<file path="src/rtl/quadrilatero_lsu_multi_issue_controller.sv">
// In-order LSU issue queue feeding N_UNITS load/store units with round-robin unit selection.
// Latency: push in cycle t -> earliest start_o in t+2. Backpressure: issue_queue_full_o at usage >= N_SLOTS-FULL_MARGIN; pushes to a full queue without a pop are dropped.
// Optional perf counters via QUADRILATERO_LSU_PERF_CNT_EN.
module quadrilatero_lsu_multi_issue_controller #(
  parameter int unsigned N_SLOTS     = 4,
  parameter int unsigned N_UNITS     = 2,
  parameter int unsigned FULL_MARGIN = 1,
  parameter type         lsu_instr_t = logic [31:0],
  parameter type         lsu_conf_t  = logic [15:0]
) (
  input  logic                 clk_i,
  input  logic                 rst_ni,
  input  logic                 flush_i,
  input  logic                 dispatch_i,
  input  lsu_instr_t           dispatched_instr_i,
  input  lsu_conf_t            csr_config_i,
  output logic                 issue_queue_full_o,
  input  logic [N_UNITS-1:0]   busy_i,
  output logic [N_UNITS-1:0]   start_o,
  output lsu_instr_t           issued_instr_o      [N_UNITS],
  output lsu_conf_t            issued_instr_conf_o [N_UNITS],
`ifdef QUADRILATERO_LSU_PERF_CNT_EN
  output logic [31:0]          issued_cnt_o,
  output logic [31:0]          stall_cnt_o,
  output logic [15:0]          drop_cnt_o,
`endif
  output logic                 idle_o
);

  localparam int unsigned PW = (N_SLOTS > 1) ? $clog2(N_SLOTS) : 1;
  localparam int unsigned CW = $clog2(N_SLOTS + 1);
  localparam int unsigned UW = (N_UNITS > 1) ? $clog2(N_UNITS) : 1;

  localparam logic [CW-1:0] SLOTS_C   = CW'(N_SLOTS);
  localparam logic [CW-1:0] FULL_TH   = CW'(N_SLOTS - FULL_MARGIN);
  localparam logic [PW-1:0] PTR_LAST  = PW'(N_SLOTS - 1);
  localparam logic [UW-1:0] UNIT_LAST = UW'(N_UNITS - 1);

  lsu_instr_t        q_mem [N_SLOTS];
  logic [PW-1:0]     rd_ptr_q, wr_ptr_q;
  logic [CW-1:0]     usage_q;
  logic [UW-1:0]     rr_ptr_q;

  logic [N_UNITS-1:0] unit_free;
  logic               sel_vld;
  logic [UW-1:0]      sel_idx;
  logic [UW-1:0]      cand;
  logic               q_nonempty;
  logic               pop;
  logic               push_acc;

  function automatic logic [PW-1:0] ptr_inc(input logic [PW-1:0] p);
    return (p == PTR_LAST) ? '0 : p + PW'(1);
  endfunction

  // start_o lockout hides the cycle before a started unit raises busy_i
  assign unit_free  = ~busy_i & ~start_o;
  assign q_nonempty = (usage_q != '0);

  always_comb begin
    sel_vld = 1'b0;
    sel_idx = '0;
    cand    = rr_ptr_q;
    for (int k = 0; k < N_UNITS; k++) begin
      if (!sel_vld && unit_free[cand]) begin
        sel_vld = 1'b1;
        sel_idx = cand;
      end
      cand = (cand == UNIT_LAST) ? '0 : cand + UW'(1);
    end
  end

  assign pop      = q_nonempty && sel_vld && !flush_i;
  assign push_acc = dispatch_i && !flush_i && ((usage_q < SLOTS_C) || pop);

  assign issue_queue_full_o = (usage_q >= FULL_TH);
  assign idle_o             = !q_nonempty && (start_o == '0) && (busy_i == '0);

  always_ff @(posedge clk_i) begin
    if (push_acc) q_mem[wr_ptr_q] <= dispatched_instr_i;
  end

  always_ff @(posedge clk_i or negedge rst_ni) begin
    if (!rst_ni) begin
      rd_ptr_q <= '0;
      wr_ptr_q <= '0;
      usage_q  <= '0;
      rr_ptr_q <= '0;
      start_o  <= '0;
      for (int u = 0; u < N_UNITS; u++) begin
        issued_instr_o[u]      <= '0;
        issued_instr_conf_o[u] <= '0;
      end
    end else begin
      start_o <= '0;
      if (flush_i) begin
        rd_ptr_q <= '0;
        wr_ptr_q <= '0;
        usage_q  <= '0;
      end else begin
        if (push_acc) wr_ptr_q <= ptr_inc(wr_ptr_q);
        if (pop) begin
          rd_ptr_q                     <= ptr_inc(rd_ptr_q);
          start_o[sel_idx]             <= 1'b1;
          issued_instr_o[sel_idx]      <= q_mem[rd_ptr_q];
          issued_instr_conf_o[sel_idx] <= csr_config_i;
          rr_ptr_q                     <= (sel_idx == UNIT_LAST) ? '0 : sel_idx + UW'(1);
        end
        usage_q <= usage_q + CW'(push_acc) - CW'(pop);
      end
    end
  end

`ifdef QUADRILATERO_LSU_PERF_CNT_EN
  logic stall_evt, drop_evt;
  assign stall_evt = q_nonempty && !sel_vld;
  assign drop_evt  = dispatch_i && !flush_i && !push_acc;

  always_ff @(posedge clk_i or negedge rst_ni) begin
    if (!rst_ni) begin
      issued_cnt_o <= '0;
      stall_cnt_o  <= '0;
      drop_cnt_o   <= '0;
    end else if (flush_i) begin
      issued_cnt_o <= '0;
      stall_cnt_o  <= '0;
      drop_cnt_o   <= '0;
    end else begin
      if (pop && (issued_cnt_o != '1))      issued_cnt_o <= issued_cnt_o + 32'd1;
      if (stall_evt && (stall_cnt_o != '1)) stall_cnt_o  <= stall_cnt_o + 32'd1;
      if (drop_evt && (drop_cnt_o != '1))   drop_cnt_o   <= drop_cnt_o + 16'd1;
    end
  end
`endif

endmodule
</file>
<file path="config.mk">
export PLATFORM = sky130hd
export DESIGN_NAME = quadrilatero_lsu_multi_issue_controller
export DESIGN_NICKNAME = d
export VERILOG_FILES = /design/src/rtl/quadrilatero_lsu_multi_issue_controller.sv
export SDC_FILE = /design/constraint.sdc
export NUM_CORES = 1
export LEC_CHECK = 0
export BUFFER_PORTS_ARGS = -buffer_cell sky130_fd_sc_hd__buf_2
export CORE_UTILIZATION = 50
export CTS_CLUSTER_SIZE = 8
export DETAILED_ROUTE_END_ITERATION = 16
export PLACE_DENSITY = 0.7
export RECOVER_POWER = 50
export SETUP_SLACK_MARGIN = 0.3
export SLEW_MARGIN = 20
export SYNTH_ARGS = -nofsm -noshare
export SYNTH_HDL_FRONTEND = slang
export SYNTH_SLANG_ARGS = --single-unit
</file>
<file path="constraint.sdc">
create_clock -name clk_i -period 5.3 [get_ports clk_i]
set_input_delay 1.06 -clock clk_i [delete_from_list [all_inputs] [get_ports clk_i]]
set_output_delay 1.06 -clock clk_i [all_outputs]
set_load 0.02 [all_outputs]
</file>
Word-level counts from Yosys, hierarchy flattened --
Memory sizes are Yosys's and may differ from the RTL's. Index checks and enable logic that the tools add are counted.
Word-level totals: bits in registers 106, memory bits (writable) 128, input bits 54, output and inout port bits 100, logic and storage cells 79, memories kept 1
Operators by class: add/subtract/negate cells 6, order comparisons 8, equality and inequality tests 2, mux-type cells 29, bitwise operators 5, reduce and logical (&&, ||, !) cells 19
Memory list:
- q_mem | depth 4, bits a word 32, rd ports 1, clocked after Yosys merged registers in 0, wr ports 1, line 39 | lsu_instr_t q_mem [N_SLOTS];
Operator list (count):
- bitwise mux 64 bit | 1
- bitwise mux 32 bit | 1
- demux 32 bit (select 1 bit) | 1
- two-way mux 32 bit | 1
- demux 16 bit (select 1 bit) | 1
- two-way mux 16 bit | 1
- two-way mux 2 bit | 8
- two-way mux 1 bit | 13
- logical AND 1 bit | 9
- less-than comparator 1 x 2 -> 1 bit, second input constant | 3
- adder 2 x 1 -> 2 bit, second input constant | 2
- == test 2 bit, second input constant | 2
- logical NOT 2 bit | 2
- NOT 2 bit | 2
- nonzero test 2 bit | 2
- adder 3 x 1 -> 3 bit | 1
- >= comparator 3 x 2 -> 1 bit, second input constant | 1
- logical NOT 1 bit | 3
- less-than comparator 3 bit, second input constant | 1
- two-way mux 3 bit | 1
- nonzero test 3 bit | 1
- subtractor 3 x 1 -> 3 bit | 1
- adder 1 bit, second input constant | 2
- bitwise AND 2 bit | 1
- 8 further kinds | 8

Logic depth before layout (Yosys ltp) --
depth after elaboration 15, mapped depth 10

Least setup slack after synthesis --
OpenSTA, ideal clock, no wires.
kind input-to-reg, start point in busy_i[0], end point mem q_mem[0][0] in the netlist's numbering, enable pin, library setup time 0.468 ns, data arrival time 3.855 ns, data required time 4.832 ns, path slack 0.977 ns, stages 3, path buffers 0, path through o22ai_1 -> o21ai_1 -> nor3b_1
On the way: cells in the longest elaborated chain, start to end 14, elaborated cells between the ends (all ways) 16, classes of those cells 8 x mux; 2 x bitwise; 6 x reduce/logical
Ends and longest elaborated chain:
- from (decl) | line 18 | input logic [N_UNITS-1:0] busy_i,
- NOT 2 bit (*) | line 57 | assign unit_free = ~busy_i & ~start_o;
- bitwise AND 2 bit (*) | line 57
- two-way mux 1 bit (implied by the code) (2 in a row) | line 65 | if (!sel_vld && unit_free[cand]) begin
- two-way mux 1 bit | line 65
- logical NOT 1 bit | line 65
- logical AND 1 bit | line 65
- two-way mux 1 bit (*) | line 65
- logical AND 1 bit (*) (2 in a row) | line 73 | assign pop = q_nonempty && sel_vld && !flush_i;
- logical OR 1 bit (*) | line 74 | assign push_acc = dispatch_i && !flush_i && ((usage_q < SLOTS_C) || pop);
- logical AND 1 bit (*) | line 74
- two-way mux 1 bit (*) | line 80 | if (push_acc) q_mem[wr_ptr_q] <= dispatched_instr_i;
- two-way mux 1 bit (implied by the code) (*) | line 80
- to (decl) | line 39
Every way passes the cells marked *; elsewhere a longest branch is shown, timed or not. The select of a mux whose other input is x is not followed.

Worst setup path in the final report --
start point in flush_i, end point reg issued_instr_o[56] in the netlist's numbering
On the way: cells in the longest elaborated chain, start to end 3, elaborated cells between the ends (all ways) 4, classes of those cells 1 x bitwise; 3 x reduce/logical
Ends and longest elaborated chain:
- from (decl) | line 13 | input logic flush_i,
- logical NOT 1 bit | line 73
- logical AND 1 bit | line 73
- AND reduction 2 bit (no source line) (*)
- to (signal, indexed assignment) | line 105 | issued_instr_o[sel_idx] <= q_mem[rd_ptr_q];
- to (decl) | line 20 | output lsu_instr_t issued_instr_o [N_UNITS],
Every way passes the cells marked *; elsewhere a longest branch is shown, timed or not. A chain may end at the register's enable or synchronous reset.

==> metrics <==
status complete, but fails checks; failing checks max-capacitance violations, max-slew violations; total number of vias 4625; Hold Crit Depth 1; chip height 135 um; Lkg Pwr 4.12 nW; RR Startpoint start_o[0]$_DFF_PN0_; syn_area_per_cell 20.4 um2; worst reg2reg endpoint usage_q[2]$_DFF_PN0_; worst path buffer plus inverter count 2; Startpoint Class input port; most frequent CP cell clkbuf_1; Data required, critical path 5.66 ns; Root Driver clkbuf_16; DP Area 9890 um2; Slew HR -33.5%; Post-synth EDFFs 128; Crit-path slowest cell clkbuf_1; post-CTS sizing 0; I/O Pins 154; layout cells sized above 1 40.6%; total of max-cap violations 3; period utilization 61.5%; vias in the first global route 4904; worst vdd rail ir drop 411 uV; TritonCTS Buffers 35; Post-synth top flop edfxtp_1; share of flip-flops with an asynchronous set or reset 45.3%; crit-path max FO 22; Hold Path Class reg -> reg; NumNets Final 681; clock sink total 234; Tot GR Track Use 19.1%; CTS tree done; Worst Clk Skew 0.0101 ns; IO Port Bufs 153; clk slew on worst S/H paths 0.05 ns; number of buffers on the longest clock path 3; initial antenna violation count 1; fin crit period 3.26 ns; largest net degree at the start of global routing 71; first-pass GRT wire length 26100 um; Syn Nets 497; First-pass DRT Iterations 4; Setup CP Type in -> reg; family with the most delay on the worst path buffers and inverters; fin area 10800 um2; Die W 135 um; crit end category flop; power density cells 609 nW/um2; Filler Cells Inserted 1290; dpl hpwl 10600 um; CP Depth 5; Cell Chain, Critical Path clkbuf_1 > or3_4 > a211oi_4 > clkbuf_1 > mux2_2; area grow syn2layout 22.4%; core box area 17300 um2; FP Rows 48; post-synthesis instance area 8840 um2; Slowest Stage Delay on Critical Path 1.05 ns; Routed WL 16600 um; ANT nets after route 0; Distinct cells, synth 36; area of the multi-input gates 2220 um2; setup repair bufs after CTS 0; RSZ-0062 raised after global routing false; Sequential Area 6500 um2; reg2reg setup slack 2.49 ns; Via density 5.33; worst setup path start flush_i; max-slew violations 96; cells on worst reg2reg path 10; Post-Synthesis Cells 434; Placer Congestion 0.747; initial cell density of the core 51.1%; drt wl/cell 19.1 um; Yosys reg bits 234; sequential fraction of the synthesis area 73.4%; Die Area 18200 um2; Final Setup Violations 0; total negative slack 0 ns; Skew-Pair Late Insertion Delay 0.48 ns; DRC violations left 0; gr ovfl total 0; Worst-Margin Slew 2.00 ns; warning count from the yosys run 0; f_max 307 MHz; Critical Path AT 3.62 ns; H-tree depth 2; final hold vios 0; # hold bufs at CTS 0; crit path capture issued_instr_o[56]$_DFFE_PN0P_; drt initial violations 158
[worst min path at each step]
stage / startpoint / end / slack (ns)
after detailed placement: issued_instr_o[39]$_DFFE_PN0P_ / issued_instr_o[39]$_DFFE_PN0P_ / 0.47
final: issued_instr_o[39]$_DFFE_PN0P_ / issued_instr_o[39]$_DFFE_PN0P_ / 0.48
after floorplan: rr_ptr_q$_DFFE_PN0P_ / rr_ptr_q$_DFFE_PN0P_ / 0.53
after global routing: issued_instr_o[42]$_DFFE_PN0P_ / issued_instr_o[42]$_DFFE_PN0P_ / 0.50
after global placement: issued_instr_o[39]$_DFFE_PN0P_ / issued_instr_o[39]$_DFFE_PN0P_ / 0.46
after CTS: issued_instr_o[39]$_DFFE_PN0P_ / issued_instr_o[39]$_DFFE_PN0P_ / 0.48
[per-stage QoR]
| step | hold WS, ns | instances | setup WS (ns) | utilization [%] | total power, mW |
|---|---|---|---|---|---|
| finish | 0.484 | 867 | 2.04 | 62.6 | 6.59 |
| global route | 0.496 | 866 | 1.49 | 62.6 | 6.93 |
| CTS | 0.485 | 866 | 2.31 | 63.2 | 6.74 |
| detailed placement | 0.474 | 806 | 2.03 | 57.2 | 4.66 |
| global placement | 0.461 | 806 | 2.14 | 57.2 | 4.57 |
| floorplan | 0.526 | 434 | 0.977 | - | 4.01 |
[final cells by class]
type / instances / share of cell area (%)
flip-flops and latches: 234 / 60.0
multi-input cells: 175 / 20.5
clock buffers: 59 / 9.32
repair buffers: 167 / 7.07
well taps: 225 / 2.60
clock inverters: 1 / 0.277
inverters: 5 / 0.173
diodes: 1 / 0.0231
[cells in the mapped netlist (2+ instances only)]
cell | count | area share, %
mux4_2 | 32 | 8.1
nand2b_1 | 2 | 0.14
mux2_1 | 5 | 0.64
clkbuf_1 | 5 | 0.21
mux2_2 | 92 | 12
buf_2 | 7 | 0.40
inv_1 | 5 | 0.21
edfxtp_1 | 128 | 43
nor3_1 | 3 | 0.17
o31ai_1 | 2 | 0.17
or2_2 | 2 | 0.14
a21oi_1 | 2 | 0.11
nor2_1 | 4 | 0.17
buf_4 | 5 | 0.42
o21ai_0 | 3 | 0.17
buf_6 | 2 | 0.25
dfrtp_1 | 106 | 30
ha_1 | 8 | 1.1
nor3b_1 | 4 | 0.34
[logic make-up (layout without fill, tap and decap cells)]
group | count (synthesis) | count (layout) | share of synthesized area (%)
adders and majority gates | 9 | 9 | 1.36
muxes | 130 | 130 | 20.6
AOI/OAI and AO/OA | 11 | 11 | 0.905
buffers and inverters | 25 | 232 | 1.67
other | 0 | 1 | 0
and+or+nand+nor | 24 | 24 | 1.91
DFF | 234 | 234 | 73.4
xor gates and xnor gates | 1 | 1 | 0.0990
[where the power goes]
part           total [mW]  switching [mW]  leakage, nW  internal [mW]
registers            2.67           0.294         2.44           2.37
logic                1.89            1.05         1.18          0.839
clock network        2.04           0.711        0.496           1.33
[layer usage]
layer	vias to the layer above	wire length, um	track usage, %
met3	25	1060	4.62
met1	2387	6800	22.9
met2	155	8480	33.6
met5	-	0	0
met4	0	254	6.68
li1	2058	-	-
[placed cells by master (no fill, tap or decap), types with 2 or more instances in the layout]
cell type  synthesis  routed
o21ai_0            3       4
nor3b_2            0       4
dfrtp_1          106     105
a21oi_1            2       2
nor3_1             3       3
edfxtp_1         128     128
nor2_1             4       4
nand2b_1           2       2
or2_2              2       2
clkbuf_1           5     102
buf_2              7      75
ha_1               8       8
clkbuf_16          0      37
mux4_2            32      32
inv_1              5       5
o31ai_1            2       2
buf_4              5      12
mux2_1             5       5
mux2_2            92      92
[registers in the layout, indices dropped and copies added, names as in the netlist]
| name | cells |
|---|---|
| issued_instr_conf_o | 32 |
| issued_instr_o | 64 |
| q_mem | 128 |
| rd_ptr_q | 2 |
| rr_ptr_q | 1 |
| start_o | 2 |
| usage_q | 3 |
| wr_ptr_q | 2 |
[worst register-to-register path, cell delays in order, from the launching register on]
cell and delay [ns]:
dfrtp_1 0.41, o22ai_1 0.13, o21ai_0 0.83, or2_2 0.24, ha_1 0.22, inv_1 0.06
ha_1 0.13, inv_1 0.05, fa_1 0.38, xor2_1 0.16, nor2_1 0.05
(Power assumes the default switching activity.)
